$ cat src/rtl/chacha_pin_ctrl.sv
`default_nettype none
// ============================================================================
// Module   : chacha_pin_ctrl
// Brief    : Pin-side responder for the byte-serial ChaCha host protocol.
//            Synchronizes the host strobe, decodes key/nonce/start/read
//            commands, holds the cipher input state, and buffers the
//            keystream block returned by the core for byte-wise readout.
// Revision : 1.0 - initial release
// ============================================================================
module chacha_pin_ctrl #(
  parameter int SYNC_STAGES = 2
) (
  input  logic         clk,
  input  logic         rst_n,
  input  logic         ena,
  input  logic [7:0]   din,
  input  logic [1:0]   cmd,
  input  logic         stb,
  output logic [7:0]   dout,
  output logic         busy,
  output logic         ready,
  output logic [255:0] key_o,
  output logic [95:0]  nonce_o,
  output logic [31:0]  counter_o,
  output logic         start_o,
  input  logic         done_i,
  input  logic [511:0] block_i
);

  // A synchronizer shorter than two flops offers no metastability margin,
  // so the chain length is clamped to at least two.
  localparam int c_STAGES = (SYNC_STAGES < 2) ? 2 : SYNC_STAGES;

  localparam logic [1:0] c_CMD_KEY   = 2'b00;
  localparam logic [1:0] c_CMD_NONCE = 2'b01;
  localparam logic [1:0] c_CMD_START = 2'b10;
  localparam logic [1:0] c_CMD_READ  = 2'b11;

  typedef enum logic [1:0] {
    ST_IDLE  = 2'd0,
    ST_BUSY  = 2'd1,
    ST_READY = 2'd2
  } state_t;

  state_t          r_state;
  state_t          w_state_nxt;

  logic [c_STAGES-1:0] r_sync;
  logic            r_stb_prev;
  logic            w_stb_rise;
  logic            w_fire;
  logic            w_accept;

  logic [255:0]    r_key;
  logic [95:0]     r_nonce;
  logic [31:0]     r_counter;
  logic [511:0]    r_buf;
  logic [7:0]      r_dout;
  logic            r_start;
  logic [4:0]      r_kp;
  logic [3:0]      r_ncp;
  logic [5:0]      r_rp;
  logic [3:0]      w_nbyte;

  // Host strobe synchronizer plus delayed copy for rising-edge detection.
  always_ff @(posedge clk or negedge rst_n) begin
    if (!rst_n) begin
      r_sync     <= '0;
      r_stb_prev <= 1'b0;
    end else begin
      r_sync     <= {r_sync[c_STAGES-2:0], stb};
      r_stb_prev <= r_sync[c_STAGES-1];
    end
  end

  // The previous-value flop keeps tracking while ena is low, so raising
  // ena with stb already high does not manufacture a spurious edge.
  assign w_stb_rise = r_sync[c_STAGES-1] & ~r_stb_prev;
  assign w_fire     = w_stb_rise & ena;
  // Commands execute only outside BUSY; edges seen in BUSY are dropped.
  assign w_accept   = w_fire & (r_state != ST_BUSY);
  assign w_nbyte    = r_ncp - 4'd4;

  // FSM state register.
  always_ff @(posedge clk or negedge rst_n) begin
    if (!rst_n) begin
      r_state <= ST_IDLE;
    end else begin
      r_state <= w_state_nxt;
    end
  end

  // FSM next-state: start enters BUSY, core done moves to READY.
  always_comb begin
    w_state_nxt = r_state;
    case (r_state)
      ST_IDLE, ST_READY: begin
        if (w_accept && (cmd == c_CMD_START)) begin
          w_state_nxt = ST_BUSY;
        end
      end
      ST_BUSY: begin
        if (done_i) begin
          w_state_nxt = ST_READY;
        end
      end
      default: w_state_nxt = ST_IDLE;
    endcase
  end

  // Command datapath: key/nonce/counter loading, start pulse, block capture
  // and read pointer.
  always_ff @(posedge clk or negedge rst_n) begin
    if (!rst_n) begin
      r_key     <= '0;
      r_nonce   <= '0;
      r_counter <= '0;
      r_buf     <= '0;
      r_start   <= 1'b0;
      r_kp      <= '0;
      r_ncp     <= '0;
      r_rp      <= '0;
    end else begin
      r_start <= 1'b0;
      if (r_state == ST_BUSY) begin
        if (done_i) begin
          r_buf     <= block_i;
          r_counter <= r_counter + 32'd1;
          r_rp      <= '0;
        end
      end else if (w_accept) begin
        case (cmd)
          c_CMD_KEY: begin
            r_key[{r_kp, 3'b000} +: 8] <= din;
            r_kp                       <= r_kp + 5'd1;
          end
          c_CMD_NONCE: begin
            // Bytes 0-3 form the little-endian block counter, 4-15 the nonce.
            if (r_ncp < 4'd4) begin
              r_counter[{r_ncp[1:0], 3'b000} +: 8] <= din;
            end else begin
              r_nonce[{w_nbyte, 3'b000} +: 8] <= din;
            end
            r_ncp <= r_ncp + 4'd1;
          end
          c_CMD_START: begin
            r_start <= 1'b1;
            r_kp    <= '0;
            r_ncp   <= '0;
          end
          c_CMD_READ: begin
            if (r_state == ST_READY) begin
              r_rp <= r_rp + 6'd1;
            end
          end
          default: ;
        endcase
      end
    end
  end

  // Registered readout byte; follows rp/buffer one cycle later.
  always_ff @(posedge clk or negedge rst_n) begin
    if (!rst_n) begin
      r_dout <= '0;
    end else begin
      r_dout <= r_buf[{r_rp, 3'b000} +: 8];
    end
  end

  assign dout      = r_dout;
  assign busy      = (r_state == ST_BUSY);
  assign ready     = (r_state == ST_READY);
  assign key_o     = r_key;
  assign nonce_o   = r_nonce;
  assign counter_o = r_counter;
  assign start_o   = r_start;

endmodule
`default_nettype wire
$ cat config.mk
export PLATFORM = sky130hd
export DESIGN_NAME = chacha_pin_ctrl
export DESIGN_NICKNAME = d
export VERILOG_FILES = /design/src/rtl/chacha_pin_ctrl.sv
export SDC_FILE = /design/constraint.sdc
export NUM_CORES = 1
export LEC_CHECK = 0
export ABC_AREA = 1
export CORE_AREA = 2 2 355 357
export CTS_CLUSTER_DIAMETER = 80
export CTS_CLUSTER_SIZE = 40
export DETAILED_ROUTE_END_ITERATION = 6
export DIE_AREA = 0 0 357 359
export PLACE_DENSITY = 0.67
export SYNTH_ARGS = -nofsm -noshare
export SYNTH_HDL_FRONTEND = slang
export SYNTH_SLANG_ARGS = --single-unit
$ cat constraint.sdc
create_clock -name clk -period 4.06 [get_ports clk]
set_input_delay 0.609 -clock clk [delete_from_list [all_inputs] [get_ports clk]]
set_output_delay 0.609 -clock clk [all_outputs]
set_load 0.005 [all_outputs]
# == After elaboration in Yosys (flattened, before gate mapping) ==
# Cells that the tools add are included.
# totals
ff_bits,925
in_bits,527
# classes
magnitude_cmp,1
reduce_logical,19
n_shift,7
n_bitwise,6
eq_ne,8
mux,21
addsub,8
# op_table
op,n
indexed part select 512 x 10 -> 8 bit,1
bitwise mux 256 bit,1
variable shift 8 x 10 -> 256 bit (first input constant),1
indexed part select 8 x 10 -> 256 bit,1
two-way mux 32 bit,5
bitwise mux 96 bit,1
variable shift 8 x 9 -> 96 bit (first input constant),1
indexed part select 8 x 9 -> 96 bit,1
adder 32 x 1 -> 32 bit (second input constant),1
bitwise mux 32 bit,1
variable shift 8 x 7 -> 32 bit (first input constant),1
indexed part select 8 x 7 -> 32 bit,1
two-way mux 6 bit,5
nonzero test 2 bit,7
AND reduction 4 bit,3
negation 8 -> 10 bit,1
case mux 5 bit (2 select lines),1
negation 7 -> 9 bit,1
AND reduction 3 bit,3
case mux 4 bit (2 select lines),1
negation 5 -> 7 bit,1
adder 6 x 1 -> 6 bit (second input constant),1
equality test 2 bit (second input constant),3
adder 5 x 1 -> 5 bit (second input constant),1
other kinds (15),26

# == Logic depth before layout (Yosys ltp) ==
# depth
ltp_word,7
depth_mapped,13
depth_no_buf,12

# == Least setup slack after synthesis ==
# OpenSTA, ideal clock, no wires.
# synth_path
kind,register to register
start,reg r_ncp[0]
end,"reg r_nonce[70], in the netlist nonce_o[70]"
stages_incl_launch_ff,12
arrival_ns,2.204
setup_time_ns,0.131
synth_period_minus_slack_ns,2.335
required_ns,3.929
path_slack_ns,1.725
path_buffers,3
cell_sequence,dfrtp_1 > inv_1 > buf_1 > ha_1 > clkbuf_1 > nor2_1 > nand2_1 > nor3_1 > nand3_1 > clkbuf_1 > nand2_1 > o21ai_0
# synth_via
elab_chain_cells,4
word_cells_on_any_way,8
classes_between,add/sub: 2; order compare: 1; shift: 2; mux: 1; bitwise: 1; reduce/logical: 1
# synth_lines
item,line_no,rtl
"start, declared",61,logic [3:0] r_ncp;
"start signal, assigned",144,r_ncp <= r_ncp + 4'd1;
subtractor 4 x 3 -> 4 bit,82,assign w_nbyte = r_ncp - 4'd4;
negation 7 -> 9 bit,142,"r_nonce[{w_nbyte, 3'b000} +: 8] <= din;"
indexed part select 8 x 9 -> 96 bit / variable shift 8 x 9 -> 96 bit (equally long branches),142,
bitwise mux 96 bit,142,
"end signal, assigned by index",142,
"end, declared",55,logic [95:0] r_nonce;
# Several ways; a longest one is shown, not always the timed one.
# A chain may end at the register's enable or synchronous reset.

# == Worst setup path in the final report ==
# layout_path
start,reg r_state[1]
end,out busy
# layout_via
elab_chain_cells,1
# layout_lines
item,line_no,rtl
"start, declared",45,state_t r_state;
"start signal, assigned",89,r_state <= w_state_nxt;
equality test 2 x 1 -> 1 bit,172,assign busy = (r_state == ST_BUSY);
"end, declared",20,"output logic busy,"
# No other way between the ends.

==> flow_summary.yaml <==
floorplan:
  die_w_um: 357
  die-area_mm2: 0.128
  rows: 130
  start_util_pct: 33.9
  fp.dieH_um: 359
  io_pins: 922
  core_area_mm2: 0.125
routing:
  route.detailed.drc: 0
  num_vias: 37400
  postRouteAntennaNets: 0
  wl_per_cell_um: 22.7
  totalWireLength_um: 169000
  viasPerCell: 5.02
  dr.pass1.iters: 6
  drtIter0Drc: 3320
finish:
  area_growth_syn_to_layout_pct: 31.2
  layout-drive-gt1-share_pct: 8.59
  layout.nets: 6296
  finalInstanceArea_mm2: 0.0554
logic_synthesis:
  synth_area_per_cell_um2: 8.55
  syn_area_mm2: 0.0422
  synth_cells: 4943
  synth_cell_types: 37
  synth-seq-cells: 925
  ys.warnings.count: 0
  yosysSeqAreaShare_pct: 54.8
  synth_fp_nets: 5495
cts:
  cts_resized: 0
  clk_latency_ps: 690
  cts.clk_slew.worst_paths_ps: 120
  root_buffer: "clkbuf_16"
  cts_buffers: 50
  cts_sinks: 925
  tritoncts: "yes"
  cts_setup_buffers: 0
  h-tree-depth: 2
  cts_max_path_buffers: 3
worst_setup_path:
  cp_num_cells: 3
  end_kind: "primary output"
  crit_buf_inv: 2
  worstPathRequired_ps: 3450
  critPathTopFamily: "buffers and inverters"
  slowest_delay_ps: 670
  crit_chain: "inv_1 -> ha_1 -> clkdlybuf4s50_1"
  cp-start-kind: "flop"
  worstReg2RegEnd: "nonce_o[3]$_DFFE_PN0P_"
  timing.rr.start: "r_state[1]$_DFFE_PN0P_"
  path_class: "flop to primary output"
  cpMaxStageDelayCell: "clkdlybuf4s50_1"
  endpoint: "busy"
  rr_worst_depth: 8
  startpoint: "r_state[1]$_DFFE_PN0P_"
  critPathArrivalTime_ps: 2380
  path_max_fanout: 11
  r2r_slack_ps: 1150
power:
  clock_power_share_pct: 18.4
  leakagePower_nw: 25.2
  p_sw_mw: 15.0
  ir_drop_uv: 385
  p_int_mw: 20.2
  combPwrFrac_pct: 42.7
  p_sw_share_pct: 42.7
  power_density_mw_per_mm2: 635
  total_power_mw: 35.2
  seq_power_share_pct: 38.9
grt:
  grt-ovfl-total: 0
  grtUsageTotal_pct: 25.7
  grt_pass1_vias: 36400
  grt_max_degree: 145
  grt_pass1_wl_um: 244000
  antenna_found_initial: 38
run_status:
  status: "completed"
timing:
  fin_worst_skew_ps: 47.5
  fin_crit_sh_pct: 73.7
  final.setup.tns_ps: 0
  final_hold_viol_count: 0
  rsz0062_at_grt: "false"
  slew_viol_final: 0
  worst_pin_slew_ps: 1110
  max_clock_freq_ghz: 0.334
  finalSetupViolCount: 0
  relSlewSlack_pct: 25.5
  min_period_ps: 2990
place:
  place.gp.congestion: 0.936
  post-dp-hpwl_um: 129000
  place_area_mm2: 0.0535
  port-buffer-count: 921
hold_path:
  min_path_type: "flop to flop"
run:
  drv_cap: 0
## worst min-delay path by stage
| stage | start | end | cells after the start |
|---|---|---|---|
| 3_5_place_dp | r_sync[0]$_DFF_PN0_ | r_sync[1]$_DFF_PN0_ | 0 |
| 3_3_place_gp | r_sync[0]$_DFF_PN0_ | r_sync[1]$_DFF_PN0_ | 0 |
| 6_report | r_sync[0]$_DFF_PN0_ | r_sync[1]$_DFF_PN0_ | 0 |
| 2_1_floorplan | rst_n | counter_o[0]$_DFFE_PN0P_ | 0 |
| 4_1_cts | r_sync[0]$_DFF_PN0_ | r_sync[1]$_DFF_PN0_ | 0 |
| 5_1_grt | r_sync[0]$_DFF_PN0_ | r_sync[1]$_DFF_PN0_ | 0 |
## cells in the final DEF, fill, tap and decap left out, drive strengths merged, types with 28 or more instances in the layout
cell and instances:
a21oi 289, buf 90, clkbuf 53, clkdlybuf4s50 920, clkinv 28, dfrtp 925
inv 436, mux2 264, nand2 1332, nand3 352, nor2 602, o211ai 40
o21ai 341
## routing by layer
| layer | up-vias | track usage, % | wire length, um |
|---|---|---|---|
| met4 | 46 | 10.3 | 7720 |
| met5 | - | 0 | 318 |
| met2 | 1457 | 44.6 | 83700 |
| li1 | 17400 | - | - |
| met3 | 316 | 5.42 | 12800 |
| met1 | 18200 | 30.9 | 64600 |
## state kept, by name, summed over array words and instances (netlist names)
register    flops
r_kp            5
r_stb_prev      1
nonce_o        96
r_ncp           4
dout            8
counter_o      32
r_buf         512
key_o         256
start_o         1
r_sync          2
r_state         2
r_rp            6
## power by group through the flow
stage / Clock (mW) / Combinational [mW] / Sequential, mW
2_1_floorplan: 0 / 9.33 / 13.3
3_3_place_gp: 0 / 14.9 / 13.8
3_5_place_dp: 0 / 15.1 / 13.9
4_1_cts: 6.62 / 15.1 / 13.7
5_1_grt: 6.94 / 16.6 / 14.0
6_report: 6.47 / 15.0 / 13.7
## cells in the mapped netlist (all sizes together)
cell	n	area (um2)
nand4	20	125
buf	53	238
nor2	602	2370
o211ai	40	300
dfrtp	925	23100
ha	25	313
o21bai	1	7.51
nand3b	1	7.51
nand2	1332	5030
or2	5	31.3
nand3	352	1780
o31ai	1	7.51
mux2	264	2970
o22ai	9	56.3
xor2	6	52.6
a21boi	14	105
clkbuf	209	785
inv	415	1560
a21oi	289	1450
clkinv	10	37.5
o21ai	341	1710
nor4	1	6.26
xnor2	2	25.0
nor3	26	135
## cell families (layout without fill, tap and decap cells)
logic type | after synthesis | in the layout | synth area share, %
xor+xnor | 8 | 8 | 0.184
mux | 264 | 264 | 7.04
simple gates | 2339 | 2339 | 22.5
compound gates | 695 | 695 | 8.59
buf+inv | 687 | 1528 | 6.20
fa+ha+maj | 25 | 25 | 0.740
flops | 925 | 925 | 54.8
other cells | 0 | 8 | 0
## worst register-to-register path, cell delays in order (launching register included)
cell     delay (ps)
dfrtp_1         410
inv_1            80
ha_1            380
nor3_1          260
buf_4           150
nand3_1         250
inv_1           240
nand3_1         600
o21ai_0         430
## final cells by class
cell class	count	area (um2)
fill	12200	69200
sequential	925	23200
multi-input combinational	3331	16500
timing repair buffer	1011	10100
tap	1650	2060
inverter	425	1610
clock buffer	53	1270
clock inverter	39	662
antenna	8	20.0
## through the flow
step	utilization [%]	cells	worst slack [ps]	hold WS, ps
finish	44.5	7442	1070	374
detailed placement	42.9	7341	954	355
floorplan	-	4943	1730	313
global placement	42.9	7341	999	336
global route	44.5	7439	866	390
CTS	44.5	7434	1020	383
## what timing repair did
action / CTS / global route
endpoints found under the hold margin: 15 / 0
setup endpoints to repair: 0 / 0
hold buffers: 1 / 0
Note: power is estimated with default switching activity, not from simulation.
